<file path="src/rtl/sound_arbiter.sv">
// Fixed-priority, preemptive arbiter that shares one square-wave speaker between
// the wall-bounce, paddle-hit and ball-miss sound requesters.
module sound_arbiter #(
    parameter int HP0  = 28409,
    parameter int HP1  = 14204,
    parameter int HP2  = 56818,
    parameter int DUR0 = 4,
    parameter int DUR1 = 4,
    parameter int DUR2 = 30
) (
    input  logic       clk,
    input  logic       reset,
    input  logic       enable,
    input  logic       frame_tick,
    input  logic [2:0] req,
    output logic       speaker,
    output logic       busy,
    output logic [2:0] active
);
    typedef enum logic {IDLE, PLAY} state_t;

    state_t      state;
    logic [2:0]  pending;
    logic [16:0] tone_cnt;
    logic [5:0]  frames_left;
    logic [1:0]  cur;

    logic [2:0]  cand;
    logic [2:0]  cur_oh;
    logic [2:0]  higher_mask;
    logic [2:0]  rest;
    logic [2:0]  grant_src;
    logic [2:0]  grant_oh;
    logic [1:0]  grant_idx;
    logic        tone_end;
    logic        do_grant;

    function automatic logic [16:0] hp_m1(input logic [1:0] g);
        case (g)
            2'd2:    return 17'(HP2 - 1);
            2'd1:    return 17'(HP1 - 1);
            default: return 17'(HP0 - 1);
        endcase
    endfunction

    function automatic logic [5:0] dur_of(input logic [1:0] g);
        case (g)
            2'd2:    return 6'(DUR2);
            2'd1:    return 6'(DUR1);
            default: return 6'(DUR0);
        endcase
    endfunction

    function automatic logic [1:0] top_idx(input logic [2:0] c);
        if (c[2])      return 2'd2;
        else if (c[1]) return 2'd1;
        else           return 2'd0;
    endfunction

    always_comb begin
        // NOTE: every signal gets a default before any branch so no path infers a latch.
        do_grant  = 1'b0;
        cand      = pending | req;
        cur_oh    = 3'b001 << cur;
        rest      = cand & ~cur_oh;
        grant_src = cand;
        tone_end  = frame_tick && (frames_left == 6'd1);
        case (cur)
            2'd0:    higher_mask = 3'b110;
            2'd1:    higher_mask = 3'b100;
            default: higher_mask = 3'b000;
        endcase

        // Preemption outranks end-of-tone; the preempted source is dropped via rest.
        if (state == IDLE) begin
            do_grant = |cand;
        end else if (|(cand & higher_mask)) begin
            do_grant  = 1'b1;
            grant_src = rest;
        end else if (tone_end) begin
            do_grant  = |rest;
            grant_src = rest;
        end
        grant_idx = top_idx(grant_src);
        grant_oh  = 3'b001 << grant_idx;
    end

    always_ff @(posedge clk or posedge reset) begin
        if (reset) begin
            state       <= IDLE;
            pending     <= 3'b000;
            tone_cnt    <= 17'd0;
            frames_left <= 6'd0;
            cur         <= 2'd0;
            speaker     <= 1'b0;
            busy        <= 1'b0;
            active      <= 3'b000;
        end else if (!enable) begin
            state       <= IDLE;
            pending     <= 3'b000;
            tone_cnt    <= 17'd0;
            frames_left <= 6'd0;
            cur         <= 2'd0;
            speaker     <= 1'b0;
            busy        <= 1'b0;
            active      <= 3'b000;
        end else if (do_grant) begin
            state       <= PLAY;
            pending     <= grant_src & ~grant_oh;
            tone_cnt    <= 17'd0;
            frames_left <= dur_of(grant_idx);
            cur         <= grant_idx;
            speaker     <= 1'b0;
            busy        <= 1'b1;
            active      <= grant_oh;
        end else if (state == PLAY) begin
            if (tone_end) begin
                state       <= IDLE;
                pending     <= 3'b000;
                tone_cnt    <= 17'd0;
                frames_left <= 6'd0;
                cur         <= 2'd0;
                speaker     <= 1'b0;
                busy        <= 1'b0;
                active      <= 3'b000;
            end else begin
                pending <= rest;
                // A retrigger reloads the duration but keeps the tone phase running.
                if (|(req & cur_oh))
                    frames_left <= dur_of(cur);
                else if (frame_tick)
                    frames_left <= frames_left - 6'd1;
                if (tone_cnt == hp_m1(cur)) begin
                    tone_cnt <= 17'd0;
                    speaker  <= ~speaker;
                end else begin
                    tone_cnt <= tone_cnt + 17'd1;
                end
            end
        end
    end

    always_ff @(posedge clk) begin
        assert (DUR0 >= 1 && DUR0 <= 63 && DUR1 >= 1 && DUR1 <= 63 && DUR2 >= 1 && DUR2 <= 63)
            else $error("sound_arbiter: DUR parameter outside 1..63");
        assert (HP0 >= 2 && HP0 < 131072 && HP1 >= 2 && HP1 < 131072 && HP2 >= 2 && HP2 < 131072)
            else $error("sound_arbiter: HP parameter outside 2..131071");
    end

endmodule
</file>
<file path="config.mk">
export PLATFORM = sky130hd
export DESIGN_NAME = sound_arbiter
export DESIGN_NICKNAME = d
export VERILOG_FILES = /design/src/rtl/sound_arbiter.sv
export SDC_FILE = /design/constraint.sdc
export NUM_CORES = 1
export LEC_CHECK = 0
export ABC_AREA = 1
export BUFFER_PORTS_ARGS = -buffer_cell sky130_fd_sc_hd__buf_2
export CAP_MARGIN = 20
export CORE_UTILIZATION = 45
export CTS_CLUSTER_DIAMETER = 200
export CTS_CLUSTER_SIZE = 30
export DETAILED_ROUTE_END_ITERATION = 16
export MAX_ROUTING_LAYER = met4
export SETUP_SLACK_MARGIN = 0.1
export SLEW_MARGIN = 5
export SYNTH_ARGS = -nofsm -noshare
export SYNTH_HDL_FRONTEND = slang
export SYNTH_SLANG_ARGS = --single-unit
</file>
<file path="constraint.sdc">
create_clock -name clk -period 1.5 [get_ports clk]
set_input_delay 0.3 -clock clk [delete_from_list [all_inputs] [get_ports clk]]
set_output_delay 0.3 -clock clk [all_outputs]
set_load 0.01 [all_outputs]
</file>
# --- Word-level counts from Yosys, hierarchy flattened ---
# Cells that the tools add are included.
totals:
  out_inout_bits: 5
  in_bits: 7
  register_bits: 34
op_classes:
  bitwise: 8
  addsub: 2
  n_reduce_logical: 9
  shifts: 2
  eq_ne: 9
  muxes: 52
ops:
  columns: ["operator", "n"]
  rows:
  - ["$mux W17", 9]
  - ["$mux W6", 6]
  - ["$mux W3", 11]
  - ["$pmux W16 S2", 1]
  - ["$add A17 B1 Y17 const B", 1]
  - ["$eq A17 B17 Y1", 1]
  - ["$mux W1", 17]
  - ["$and A3 B3 Y3", 4]
  - ["$reduce_or A3 Y1", 4]
  - ["$mux W2", 5]
  - ["$mux W5", 2]
  - ["$eq A6 B1 Y1 const B", 1]
  - ["$ne A3 B1 Y1 const B", 2]
  - ["$not A3 Y3", 2]
  - ["$pmux W3 S2", 1]
  - ["$reduce_and A2 Y1", 3]
  - ["$shl A1 B2 Y3 const A", 2]
  - ["$sub A6 B1 Y6 const B", 1]
  - ["$ne A5 B1 Y1 const B", 1]
  - ["$eq A2 B2 Y1 const B", 2]
  - ["$ne A4 B1 Y1 const B", 1]
  - ["$or A3 B3 Y3", 1]
  - ["$eq A2 B1 Y1 const B", 1]
  - ["$logic_not A2 Y1", 1]
  - ["2 further kinds", 2]

# --- Longest topological paths before layout ---
# Gate-level depths: netlist of the first run.
depth:
  word_depth: 15
  depth_mapped: 14
  depth_no_buf: 14

# --- Least setup slack after synthesis of the first run ---
# Ideal clock, no wire load.
synth_path:
  path_kind: "register to register"
  start: "register cur[1]"
  end: "register frames_left[5]"
  setup_slack_ns: -0.142
  synth_period_minus_slack_ns: 1.642
  path_stages_with_launch: 14
  arrival_ns: 1.521
  n_path_buf: 1
  cell_sequence: "dfrtp_1 -> inv_1 -> ha_1 -> inv_2 -> nand2_1 -> nand2_1 -> nand2_1 -> nor2_1 -> nand2_2 -> nand2_4 -> buf_6 -> nand2_4 -> inv_2 -> o21ai_1"
synth_between:
  elab_chain_len: 9
  elab_cells_between_ends: 22
  cone_classes: "eq/ne: 3; shift: 1; mux: 9; bitwise: 4; reduce/logical: 5"
synth_rtl:
  columns: ["element", "line", "rtl"]
  rows:
  - ["start: declaration", "26", "logic [1:0] cur;"]
  - ["start signal: assignment", "112", "cur <= grant_idx;"]
  - ["parallel branches: the longest is 9 deep, another holds $ne A5 B1 Y1", null, null]
  - ["end signal: assignment", "111", "frames_left <= dur_of(grant_idx);"]
  - ["end signal: assignment", "130", "frames_left <= dur_of(cur);"]
  - ["end signal: assignment", "132", "frames_left <= frames_left - 6'd1;"]
  - ["end: declaration", "25", "logic [5:0] frames_left;"]
# Several ways; the timed one is not identified. The select of a mux whose other input is x is not followed.
# A chain may end at the register's enable or synchronous reset.

# --- Worst setup path after layout of the first run ---
layout_path:
  start: "register cur[1]"
  end: "register frames_left[1]"
layout_between:
  elab_chain_len: 12
  elab_cells_between_ends: 31
  cone_classes: "eq/ne: 5; shift: 1; mux: 16; bitwise: 4; reduce/logical: 5"
layout_rtl:
  columns: ["element", "line", "rtl"]
  rows:
  - ["$eq A2 B1 Y1, or another cell as far along", "68", "case (cur)"]
  - ["$pmux W3 S2 or $not A3 Y3 (tied branches)", "68, 65", null]
  - ["$and A3 B3 Y3 (on tied branches)", "77, 65", null]
  - ["$reduce_or A3 Y1 or $mux W3 (tied branches)", "77, 80", null]
  - ["$mux W3", "77", "end else if (|(cand & higher_mask)) begin"]
  - ["$mux W3", "75", "if (state == IDLE) begin"]
  - ["$mux W1", "56", "else if (c[1]) return 2'd1;"]
  - ["$mux W2", "55", "if (c[2]) return 2'd2;"]
  - ["$eq A2 B2 Y1", "47", "case (g)"]
  - ["$mux W5", "47", null]
  - ["$mux W6", "107", "end else if (do_grant) begin"]
  - ["$mux W6", "98", "end else if (!enable) begin"]
# Parallel ways exist; a longest one is shown, timed or not. The select of a mux whose other input is x is not followed.

==> results of run 1 <==
## metrics by stage
step	total power [uW]	instance area (um2)	std cells	setup WS [ps]
finish	3250	3080	445	-271
global route	3450	3080	445	-385
CTS	3090	2900	438	-237
detailed placement	2140	2690	429	-246
global placement	2130	2690	429	-229
floorplan	1700	2220	321	-59.4
## report_power, final
group	switching, uW	internal (uW)	total, uW
clock	331	542	872
combinational	726	604	1330
sequential	69.0	980	1050
total	1130	2130	3250
## worst register-to-register path, cell delays in order, from the launching register on
cell	delay, ps
sky130_fd_sc_hd__dfrtp_1	410
sky130_fd_sc_hd__buf_4	160
sky130_fd_sc_hd__ha_4	160
sky130_fd_sc_hd__inv_1	50
sky130_fd_sc_hd__nand2_1	70
sky130_fd_sc_hd__nand3_1	90
sky130_fd_sc_hd__nand2_1	60
sky130_fd_sc_hd__nand2_2	100
sky130_fd_sc_hd__buf_4	120
sky130_fd_sc_hd__nand3_4	120
sky130_fd_sc_hd__o21ai_4	200
sky130_fd_sc_hd__nand2_1	80
sky130_fd_sc_hd__nand2_1	70
## synth_stat cells (3+ instances only)
cell                      number
sky130_fd_sc_hd__nand2_1      99
sky130_fd_sc_hd__nor2_1       47
sky130_fd_sc_hd__inv_1        40
sky130_fd_sc_hd__dfrtp_1      33
sky130_fd_sc_hd__nand3_1      28
sky130_fd_sc_hd__o21ai_0      15
sky130_fd_sc_hd__ha_1          7
sky130_fd_sc_hd__inv_2         7
sky130_fd_sc_hd__xor2_1        7
sky130_fd_sc_hd__a21oi_1       6
sky130_fd_sc_hd__o21ai_1       5
sky130_fd_sc_hd__nor3_1        4
sky130_fd_sc_hd__nand2_4       3
sky130_fd_sc_hd__nand3_2       3
sky130_fd_sc_hd__nor2_2        3
## area by class of cell
class                           instances  area, um2
Clock buffer                            7       86.3
Multi-Input combinational cell        237       1360
Tap cell                               54       67.6
Sequential cell                        33        826
Fill cell                             412       1610
Clock inverter                          1       30.0
Timing Repair Buffer                   66        508
Inverter                               47        204
## worst max-delay path by stage
| stage | cells after the start | end | slack (ps) |
|---|---|---|---|
| after global routing | 13 | tone_cnt[2] | -380 |
| final | 12 | frames_left[1] | -270 |
| after CTS | 13 | tone_cnt[5] | -240 |
| after global placement | 13 | cur[1] | -230 |
| after floorplan | 14 | frames_left[2] | -60 |
| after detailed placement | 13 | frames_left[0] | -250 |
## flip-flops by register name, summed over array words and instances (netlist names)
signal,flops
active,2
busy,1
cur,2
frames_left,6
pending,3
speaker,1
state,1
tone_cnt,17
## repair_timing
item,in CTS,in global routing
pin swaps,9,9
setup buffers,1,7
hold buffers,0,0
hold endpoints to repair,0,0
resized for setup,24,33
setup endpoints to repair,33,33
## routing by layer
metal / global-route usage, % / vias up
met3: 4.22 / 9
met2: 37.3 / 27
met4: 6.54 / 0
met1: 29.7 / 1020
li1: - / 1144
met5: - / -
## kinds of logic after synthesis
group,Yosys count
adders and majority gates,7
xor gates and xnor gates,7
and+or+nand+nor,193
AOI/OAI and AO/OA,30
buffers and inverters,51
DFF,33
==> results by group, run 1 <==
Run status
  – Run status: finished with violations
  – Failing checks: setup timing

Worst hold path
  – Type of the most critical hold path: input pin to asynchronous set/reset pin

Logic synthesis
  – Synth Register Bits: 33
  – Synthesized area per cell: approximately 6.8 um2
  – Netlist area before placement: approximately 2200 um2
  – Area share of xor/xnor cells in the synthesized design: under 10%
  – Sequential area share after synthesis: 37.7%
  – Count of flip-flops with a built-in enable after synthesis: 0
  – Complex-gate fraction of the synthesized area: approximately 7.5%
  – Mapped Cells: ~320
  – Fraction of registers with async set or reset after synthesis: 100%
  – Distinct cells, synth: 28
  – Multiplexer fraction of the synthesized cell area: 0%
  – Net Count, Synth: 335
  – Largest family of logic cells by synthesized area: simple AND/OR/NAND/NOR gates
  – Proportion of netlist area held by the largest area contributor: between 30 and 40%
  – Number of warnings reported in the yosys synthesis log: 0
  – Cells taking the most area after synthesis: sky130_fd_sc_hd__dfrtp_1, sky130_fd_sc_hd__nand2_1, sky130_fd_sc_hd__nor2_1, sky130_fd_sc_hd__inv_1, sky130_fd_sc_hd__nand3_1
  – Fraction of the mapped netlist area in adder cells: 4.00%
  – Leading register cell type out of synthesis: sky130_fd_sc_hd__dfrtp_1
  – Cell accounting for the most synthesized area: sky130_fd_sc_hd__dfrtp_1
  – Synthesized-area fraction occupied by and/or/nand/nor cells: between 30 and 40%

Placed design
  – Global placement routability congestion: between 0.9 and 1
  – PortBufs: 11
  – DP HPWL: around 4000 um

Detailed routing
  – Antenna-violating nets left: 0
  – Via-to-Cell Ratio: ~4.9
  – Total via count after detailed routing: between 2,000 and 2,500
  – Post-DR wirelength/cell: approximately 13 um
  – Detailed router's first-iteration violation count: 97
  – Post-route DRC: 0
  – Wl on met1: around 2500 um
  – Met3 layer wire length in the routed design: ~120 um
  – 1st-pass router iterations: 4
  – Highest Signal Layer: met4
  – Amount of wire on met2 after detailed routing: ~2800 um
  – Routed Wire Length: approximately 5600 um

STA
  – Post-Route Setup TNS: -6650 ps
  – Hold Fails Final Rpt: 0
  – Setup skew after layout: ~9.5 ps
  – Post-route fraction of the period consumed by the critical path: 118%
  – Transition at the pin with the smallest max-transition slack: 351 ps
  – Setup repair after global routing missed its margin: yes
  – Worst Hold Slack: just under 6 ps
  – Least setup slack across all paths after layout: -271 ps
  – Final number of setup-violating endpoints: 33
  – Post-layout minimum cycle time: about 1800 ps
  – Max frequency: 565 MHz
  – Worst-case headroom to the max-slew limit: 76.5%
  – Final Slew Violations: 0

Worst setup path
  – Worst path max stage delay: 410 ps
  – Critical path's most frequent cell: sky130_fd_sc_hd__nand2_1
  – Crit-path slowest cell: sky130_fd_sc_hd__dfrtp_1
  – Worst reg2reg path depth: 12
  – Origin of the critical flop-to-flop path: cur[1]
  – Worst reg2reg path endpoint: frames_left[1]
  – Sort of element at the end of the critical path: register
  – Kind of cell adding the most delay to the critical path: simple AND/OR/NAND/NOR gates
  – Startpoint type of the worst setup path: register
  – Crit path required time: about 1700 ps
  – Worst endpoint data arrival time: between 1500 and 2000 ps
  – Cell-by-cell trace of the critical path: buf_4 > ha_4 > inv_1 > nand2_1 > nand3_1 > nand2_1 > nand2_2 > buf_4 > nand3_4 > o21ai_4 > nand2_1 > nand2_1
  – Register-to-register setup slack: -270 ps
  – Startpoint of the most critical setup path: cur[1]
  – Worst setup path category: register to register
  – Critical path buffers and inverters: 3
  – Peak fanout along the critical path: 5

GRT
  – Antenna violations before repair: 0
  – First-pass GRT wire length: between 8000 and 9000 um
  – Gr usage total: a little under a quarter
  – Grt ovf: 0
  – Via count of the first global-routing pass: roughly 2,000
  – Pin count of the biggest net entering global routing: 25

Pwr
  – Max IR drop VDD: 534 uV
  – P per Cell Area: 1060 nW/um2
  – Leak: between 0.0015 and 0.002 uW

Clock network
  – Level count of the clock H-tree: 2
  – Clock tree from TritonCTS: yes
  – Clock latency of the later-clocked register in the worst-skew pair: approximately 280 ps
  – Clk buf depth: 2
  – # clock sinks: 33
  – Clock transition at the registers of the reported paths: about 70 ps
  – Buffer cell driving the clock tree root: sky130_fd_sc_hd__clkbuf_8
  – TritonCTS Buffers: 5

Final layout
  – Fin util: between 60% and 70%
  – Most frequent cells in the layout: sky130_fd_sc_hd__nand2_1, sky130_fd_sc_hd__buf_4, sky130_fd_sc_hd__nor2_1, sky130_fd_sc_hd__inv_1, sky130_fd_sc_hd__dfrtp_1
  – Ratio of cells with drive above 1 in the final layout: about a third
  – Total inserted antenna cells: 0
  – Synth-to-layout area growth: 40.7%
  – Net count reported at finish: about 400
  – Commonest non-fill, non-tap cell in the layout: sky130_fd_sc_hd__nand2_1

Floorplanning
  – Number of ports placed on the die boundary: 12
  – Starting density of the core: 46.7%
  – Core region area: 4690 um2
  – Die Footprint: approximately 5100 um2
  – Num rows: 25
  – Die height: around 70 um
  – Width of the chip: around 70 um

Job
  – Number of maximum-capacitance constraint violations: 0
Power figures use the tool's default switching activity.
==> run 2, diff against run 1 <==
--- a/config.mk
+++ b/config.mk
@@ -12,6 +12,7 @@
 export CTS_CLUSTER_DIAMETER = 200
 export CTS_CLUSTER_SIZE = 30
 export DETAILED_ROUTE_END_ITERATION = 16
+export GPL_TIMING_DRIVEN = 0
 export MAX_ROUTING_LAYER = met4
 export SETUP_SLACK_MARGIN = 0.1
 export SLEW_MARGIN = 5
==> results by group, run 2 (same netlist as run 1, synthesis figures left out) <==
Run status
  – Run status: finished with violations
  – Failing checks: setup timing

Worst setup path
  – Register-to-register setup slack: -240 ps
  – Worst endpoint data arrival time: between 1500 and 2000 ps
  – Startpoint type of the worst setup path: register
  – Origin of the critical flop-to-flop path: cur[1]
  – Peak fanout along the critical path: 8
  – Crit path required time: around 1700 ps
  – Worst reg2reg path depth: 13
  – Worst setup path category: register to register
  – Worst reg2reg path endpoint: tone_cnt[10]
  – Sort of element at the end of the critical path: register

STA
  – Hold Fails Final Rpt: 0
  – Setup repair after global routing missed its margin: yes
  – Post-layout minimum cycle time: 1740 ps
  – Least setup slack across all paths after layout: -242 ps
  – Post-route fraction of the period consumed by the critical path: 116%
  – Final number of setup-violating endpoints: 32
  – Worst-case headroom to the max-slew limit: a little under half
  – Max frequency: between 500 and 600 MHz
  – Setup skew after layout: 3.02 ps
  – Worst Hold Slack: around 160 ps
  – Final Slew Violations: 0
  – Transition at the pin with the smallest max-transition slack: about 800 ps

Final layout
  – Max reg flops: 17
  – Commonest non-fill, non-tap cell in the layout: sky130_fd_sc_hd__nand2_1
  – Final Cell Area: roughly 2900 um2
  – Synth-to-layout area growth: 32.1%
  – Fin util: 61.6%
  – Total inserted antenna cells: 0
  – Ratio of cells with drive above 1 in the final layout: between 30% and 40%
  – Registers with the highest flip-flop counts: tone_cnt: 17 flops, frames_left: 6 flops, pending: 3 flops
  – Net count reported at finish: ~370
  – Top register by number of flip-flops: tone_cnt
  – Most frequent cells in the layout: sky130_fd_sc_hd__nand2_1, sky130_fd_sc_hd__inv_1, sky130_fd_sc_hd__nor2_1, sky130_fd_sc_hd__dfrtp_1, sky130_fd_sc_hd__nand3_1

Floorplanning
  – Core region area: around 4700 um2
  – Starting density of the core: ~47%
  – Number of ports placed on the die boundary: 12
  – Width of the chip: 71.8 um
  – Num rows: 25
  – Die height: about 72 um
  – Die Footprint: just over 5000 um2

Clock network
  – Clk buf depth: 2
  – Buffer cell driving the clock tree root: sky130_fd_sc_hd__clkbuf_8
  – Level count of the clock H-tree: 2
  – Clock tree from TritonCTS: yes
  – # clock sinks: 33
  – Clock transition at the registers of the reported paths: about 70 ps
  – TritonCTS Buffers: 5
  – Clock latency of the later-clocked register in the worst-skew pair: about 280 ps

Detailed routing
  – Antenna-violating nets left: 0
  – Detailed router's first-iteration violation count: 116
  – Total via count after detailed routing: 2,155
  – Via-to-Cell Ratio: 5.24
  – Post-DR wirelength/cell: 13.3 um
  – Routed Wire Length: approximately 5500 um
  – 1st-pass router iterations: 4
  – Post-route DRC: 0

GRT
  – Via count of the first global-routing pass: between 1,500 and 2,000
  – First-pass GRT wire length: ~8900 um
  – Gr usage total: between 20% and 30%
  – Antenna violations before repair: 0
  – Grt ovf: 0
  – Pin count of the biggest net entering global routing: 22

Placed design
  – Pre-CTS setup slack: -298 ps
  – DP HPWL: approximately 3800 um
  – Placed instance area: roughly 2400 um2
  – PortBufs: 11
  – Global placement routability congestion: about 0.9

Worst hold path
  – Type of the most critical hold path: input pin to asynchronous set/reset pin

Pwr
  – P per Cell Area: between 1000 and 1500 nW/um2
  – Max IR drop VDD: ~450 uV
  – Leak: ~0.0013 uW
  – Total power of the final layout: a little over 3000 uW

Job
  – Number of maximum-capacitance constraint violations: 0
-- run 2: worst max-delay path by stage --
| stage | start | endpoint | slack (ps) | depth (start not counted) |
|---|---|---|---|---|
| floorplan | cur[1] | frames_left[2] | -60 | 14 |
| global placement | cur[0] | frames_left[1] | -320 | 11 |
| detailed placement | cur[1] | cur[1] | -300 | 12 |
| CTS | cur[0] | tone_cnt[7] | -230 | 13 |
| global route | cur[1] | tone_cnt[10] | -340 | 13 |
| finish | cur[1] | tone_cnt[10] | -240 | 13 |
-- run 2: report_power, final --
part	internal [uW]	switching (uW)
logic	530	733
clock network	364	311
registers	982	107
total	1880	1150
-- run 2: per-stage QoR --
stage / cells / setup TNS, ps
global route: 411 / -9530
floorplan: 321 / -874
global placement: 386 / -8770
detailed placement: 387 / -7740
finish: 411 / -6080
CTS: 405 / -6120
-- run 2: critical path: stages (launching register included) --
cell                       delay, ps
sky130_fd_sc_hd__dfrtp_2         440
sky130_fd_sc_hd__inv_4            60
sky130_fd_sc_hd__ha_4            180
sky130_fd_sc_hd__inv_4            70
sky130_fd_sc_hd__nand2_2          50
sky130_fd_sc_hd__nand2_2          70
sky130_fd_sc_hd__nand2_2          60
sky130_fd_sc_hd__nor2_4          100
sky130_fd_sc_hd__nand2_4          80
sky130_fd_sc_hd__nand2_8         100
sky130_fd_sc_hd__nand3_4         120
sky130_fd_sc_hd__nand2_8         160
sky130_fd_sc_hd__clkinv_8         80
sky130_fd_sc_hd__nor2_2           90
-- run 2: cell type report --
cell class / instances / area, um2
Timing Repair Buffer: 28 / 229
Tap cell: 54 / 67.6
Inverter: 47 / 201
Buffer: 4 / 32.5
Fill cell: 430 / 1800
Sequential cell: 33 / 827
Timing Repair inverter: 1 / 8.76
Multi-Input combinational cell: 237 / 1440
Clock buffer: 7 / 86.3
-- run 2: repair_timing --
action	in CTS	in global routing
hold buffers	0	0
endpoints found under the setup margin	33	34
gates resized for setup	33	50
gates cloned	1	1
buffers inserted	10	6
pin swaps	10	15
-- run 2: per-layer routing --
metal	vias to the layer above	global-route usage (%)	share of wire, %
met1	1012	27.4	42
met5	-	-	0
li1	1072	-	-
met3	20	4.64	3.6
met2	51	38.9	51
met4	0	9.37	3.4
==> run 3, diff against run 2 <==
--- a/config.mk
+++ b/config.mk
@@ -8,12 +8,14 @@
 export ABC_AREA = 1
 export BUFFER_PORTS_ARGS = -buffer_cell sky130_fd_sc_hd__buf_2
 export CAP_MARGIN = 20
-export CORE_UTILIZATION = 45
+export CORE_UTILIZATION = 61
 export CTS_CLUSTER_DIAMETER = 200
 export CTS_CLUSTER_SIZE = 30
 export DETAILED_ROUTE_END_ITERATION = 16
 export GPL_TIMING_DRIVEN = 0
 export MAX_ROUTING_LAYER = met4
+export PLACE_DENSITY = 0.8
+export RECOVER_POWER = 25
 export SETUP_SLACK_MARGIN = 0.1
 export SLEW_MARGIN = 5
 export SYNTH_ARGS = -nofsm -noshare
==> constraint.sdc (replaced) <==
create_clock -name clk -period 1.9 [get_ports clk]
set_input_delay 0.38 -clock clk [delete_from_list [all_inputs] [get_ports clk]]
set_output_delay 0.38 -clock clk [all_outputs]
set_load 0.01 [all_outputs]
==> results by group, run 3 (same netlist as run 1, synthesis figures left out) <==
GRT
  – First-pass GRT wire length: 7220 um
  – Via count of the first global-routing pass: between 1,500 and 2,000
  – Gr usage total: a little over a quarter
  – Antenna violations before repair: 0
  – Pin count of the biggest net entering global routing: 21
  – Grt ovf: 0

Floorplanning
  – Die Footprint: ~3800 um2
  – Starting density of the core: between 60% and 70%
  – Die height: just over 60 um
  – Core region area: ~3400 um2
  – Number of ports placed on the die boundary: 12
  – Width of the chip: 61.9 um
  – Num rows: 21

Detailed routing
  – 1st-pass router iterations: 8
  – Detailed router's first-iteration violation count: about 200
  – Routed Wire Length: 5210 um
  – Post-route DRC: 0
  – Post-DR wirelength/cell: 13.2 um
  – Total via count after detailed routing: roughly 2,100
  – Via-to-Cell Ratio: ~5.4
  – Antenna-violating nets left: 0

Pwr
  – Fraction of power consumed by combinational cells: a little over 40%
  – Relative contribution of the clock network to total power: 18.8%
  – Leak: 0.00127 uW
  – P per Cell Area: roughly 800 nW/um2
  – Internal power: 1240 uW
  – Reg power frac: between 40% and 50%
  – Switching power as a share of total power: between 40% and 50%
  – Max IR drop VDD: between 400 and 500 uV
  – Total power of the final layout: around 2100 uW
  – Net Switching: just over 800 uW

Worst setup path
  – Kind of cell adding the most delay to the critical path: simple AND/OR/NAND/NOR gates
  – Crit path required time: 2160 ps
  – Worst path max stage delay: roughly 420 ps
  – Crit-path slowest cell: sky130_fd_sc_hd__dfrtp_1
  – Startpoint type of the worst setup path: register
  – Peak fanout along the critical path: 7
  – Critical path buffers and inverters: 4
  – Worst setup path category: register to register
  – Cell-by-cell trace of the critical path: inv_2 > ha_4 > inv_4 > o21ai_1 > nand3_1 > nand2_1 > nand2_2 > nand2_4 > buf_8 > nand2_8 > inv_8 > nand2_1 > o21ai_1
  – Worst endpoint data arrival time: between 2000 and 2500 ps
  – Sort of element at the end of the critical path: register

STA
  – Setup repair after global routing missed its margin: yes
  – Max frequency: approximately 550 MHz
  – Transition at the pin with the smallest max-transition slack: about 1100 ps
  – Hold Fails Final Rpt: 0
  – Post-layout minimum cycle time: between 1500 and 2000 ps
  – Post-Route Setup TNS: 0 ps
  – Post-route fraction of the period consumed by the critical path: slightly below 100%
  – Worst-case headroom to the max-slew limit: between 20 and 30%
  – Setup skew after layout: 14.1 ps
  – Final number of setup-violating endpoints: 0
  – Final Slew Violations: 0

Final layout
  – Ratio of cells with drive above 1 in the final layout: approximately a quarter
  – Synth-to-layout area growth: 20.5%
  – Most frequent cells in the layout: sky130_fd_sc_hd__nand2_1, sky130_fd_sc_hd__nor2_1, sky130_fd_sc_hd__inv_1, sky130_fd_sc_hd__dfrtp_1, sky130_fd_sc_hd__nand3_1
  – Net count reported at finish: 361
  – Filler cell count: around 250
  – Top register by number of flip-flops: tone_cnt
  – Total inserted antenna cells: 0
  – Commonest non-fill, non-tap cell in the layout: sky130_fd_sc_hd__nand2_1
  – Registers with the highest flip-flop counts: tone_cnt: 17 flops, frames_left: 6 flops, pending: 3 flops
  – Max reg flops: 17

Job
  – Number of maximum-capacitance constraint violations: 0

Clock network
  – Clock transition at the registers of the reported paths: ~110 ps
  – # clock sinks: 33
  – Clk buf depth: 2
  – Level count of the clock H-tree: 2
  – Buffer cell driving the clock tree root: sky130_fd_sc_hd__clkbuf_4
  – Clock latency of the later-clocked register in the worst-skew pair: 340 ps
  – TritonCTS Buffers: 5
  – Hold buffers post-CTS: 0
  – Clock tree from TritonCTS: yes

Worst hold path
  – Type of the most critical hold path: input pin to asynchronous set/reset pin

Placed design
  – DP HPWL: about 3600 um
  – Global placement routability congestion: 0.930
  – PortBufs: 11

Run status
  – Run status: completed
run 3: cell count changes in the layout (fill, tap and decap cells not counted), sizes merged:
cell,change
buf,-11
clkbuf,+1
clkinv,+1
run 3: cell type report:
| type | count | area (um2) | share of cell area, % |
|---|---|---|---|
| multi-input combinational | 237 | 1340 | 50.8 |
| sequential | 33 | 826 | 31.3 |
| inverter | 47 | 194 | 7.35 |
| timing repair buffer | 19 | 136 | 5.17 |
| tap | 46 | 57.6 | 2.18 |
| clock buffer | 6 | 41.3 | 1.56 |
| buffer | 4 | 32.5 | 1.23 |
| clock inverter | 2 | 10.0 | 0.379 |
run 3: final timing paths:
check | startpoint | to | slack (ps) | cells after the start
worst max-delay path | cur[1] | frames_left[5] | 70 | 13
worst min-delay path | reset | pending[2] | 60 | 2
worst max register to register | cur[1] | frames_left[5] | 70 | 13
worst min register to register | active[1] | active[1] | 490 | 2
max in group asynchronous | reset | tone_cnt[7] | 490 | 3
min in group clk | enable | pending[1] | 350 | 3
run 3: per-layer routing:
layer	global-route usage [%]	vias to the layer above	part of all wire, %
li1	-	1051	-
met1	31.7	980	42
met2	46.4	84	51
met3	4.35	12	4.6
met4	10.2	0	2.0
met5	-	-	0
run 3: stage by stage:
stage | worst slack, ps | instance area, um2 | hold slack [ps] | utilization, % | cells
floorplan | 258 | 2190 | 467 | - | 321
global placement | -29.2 | 2300 | 451 | 67.9 | 378
detailed placement | -47.8 | 2330 | 459 | 68.7 | 379
CTS | 91.8 | 2400 | 125 | 70.9 | 389
global route | -64.7 | 2640 | 101 | 77.9 | 394
finish | 66.5 | 2640 | 61.2 | 77.9 | 394
run 3: power groups by stage:
stage          Sequential, uW  Clock (uW)  Combinational (uW)
2_1_floorplan             849           0                 465
3_3_place_gp              854           0                 592
3_5_place_dp              856           0                 611
4_1_cts                   838         394                 635
5_1_grt                   853         419                 916
6_report                  844         389                 833
run 3: timing repair:
action / in CTS / in global routing
hold endpoints to repair: 0 / 0
pin swaps: 0 / 16
gates cloned: 0 / 1
buffers inserted: 2 / 4
setup endpoints to repair: 29 / 30
resized for setup: 3 / 55
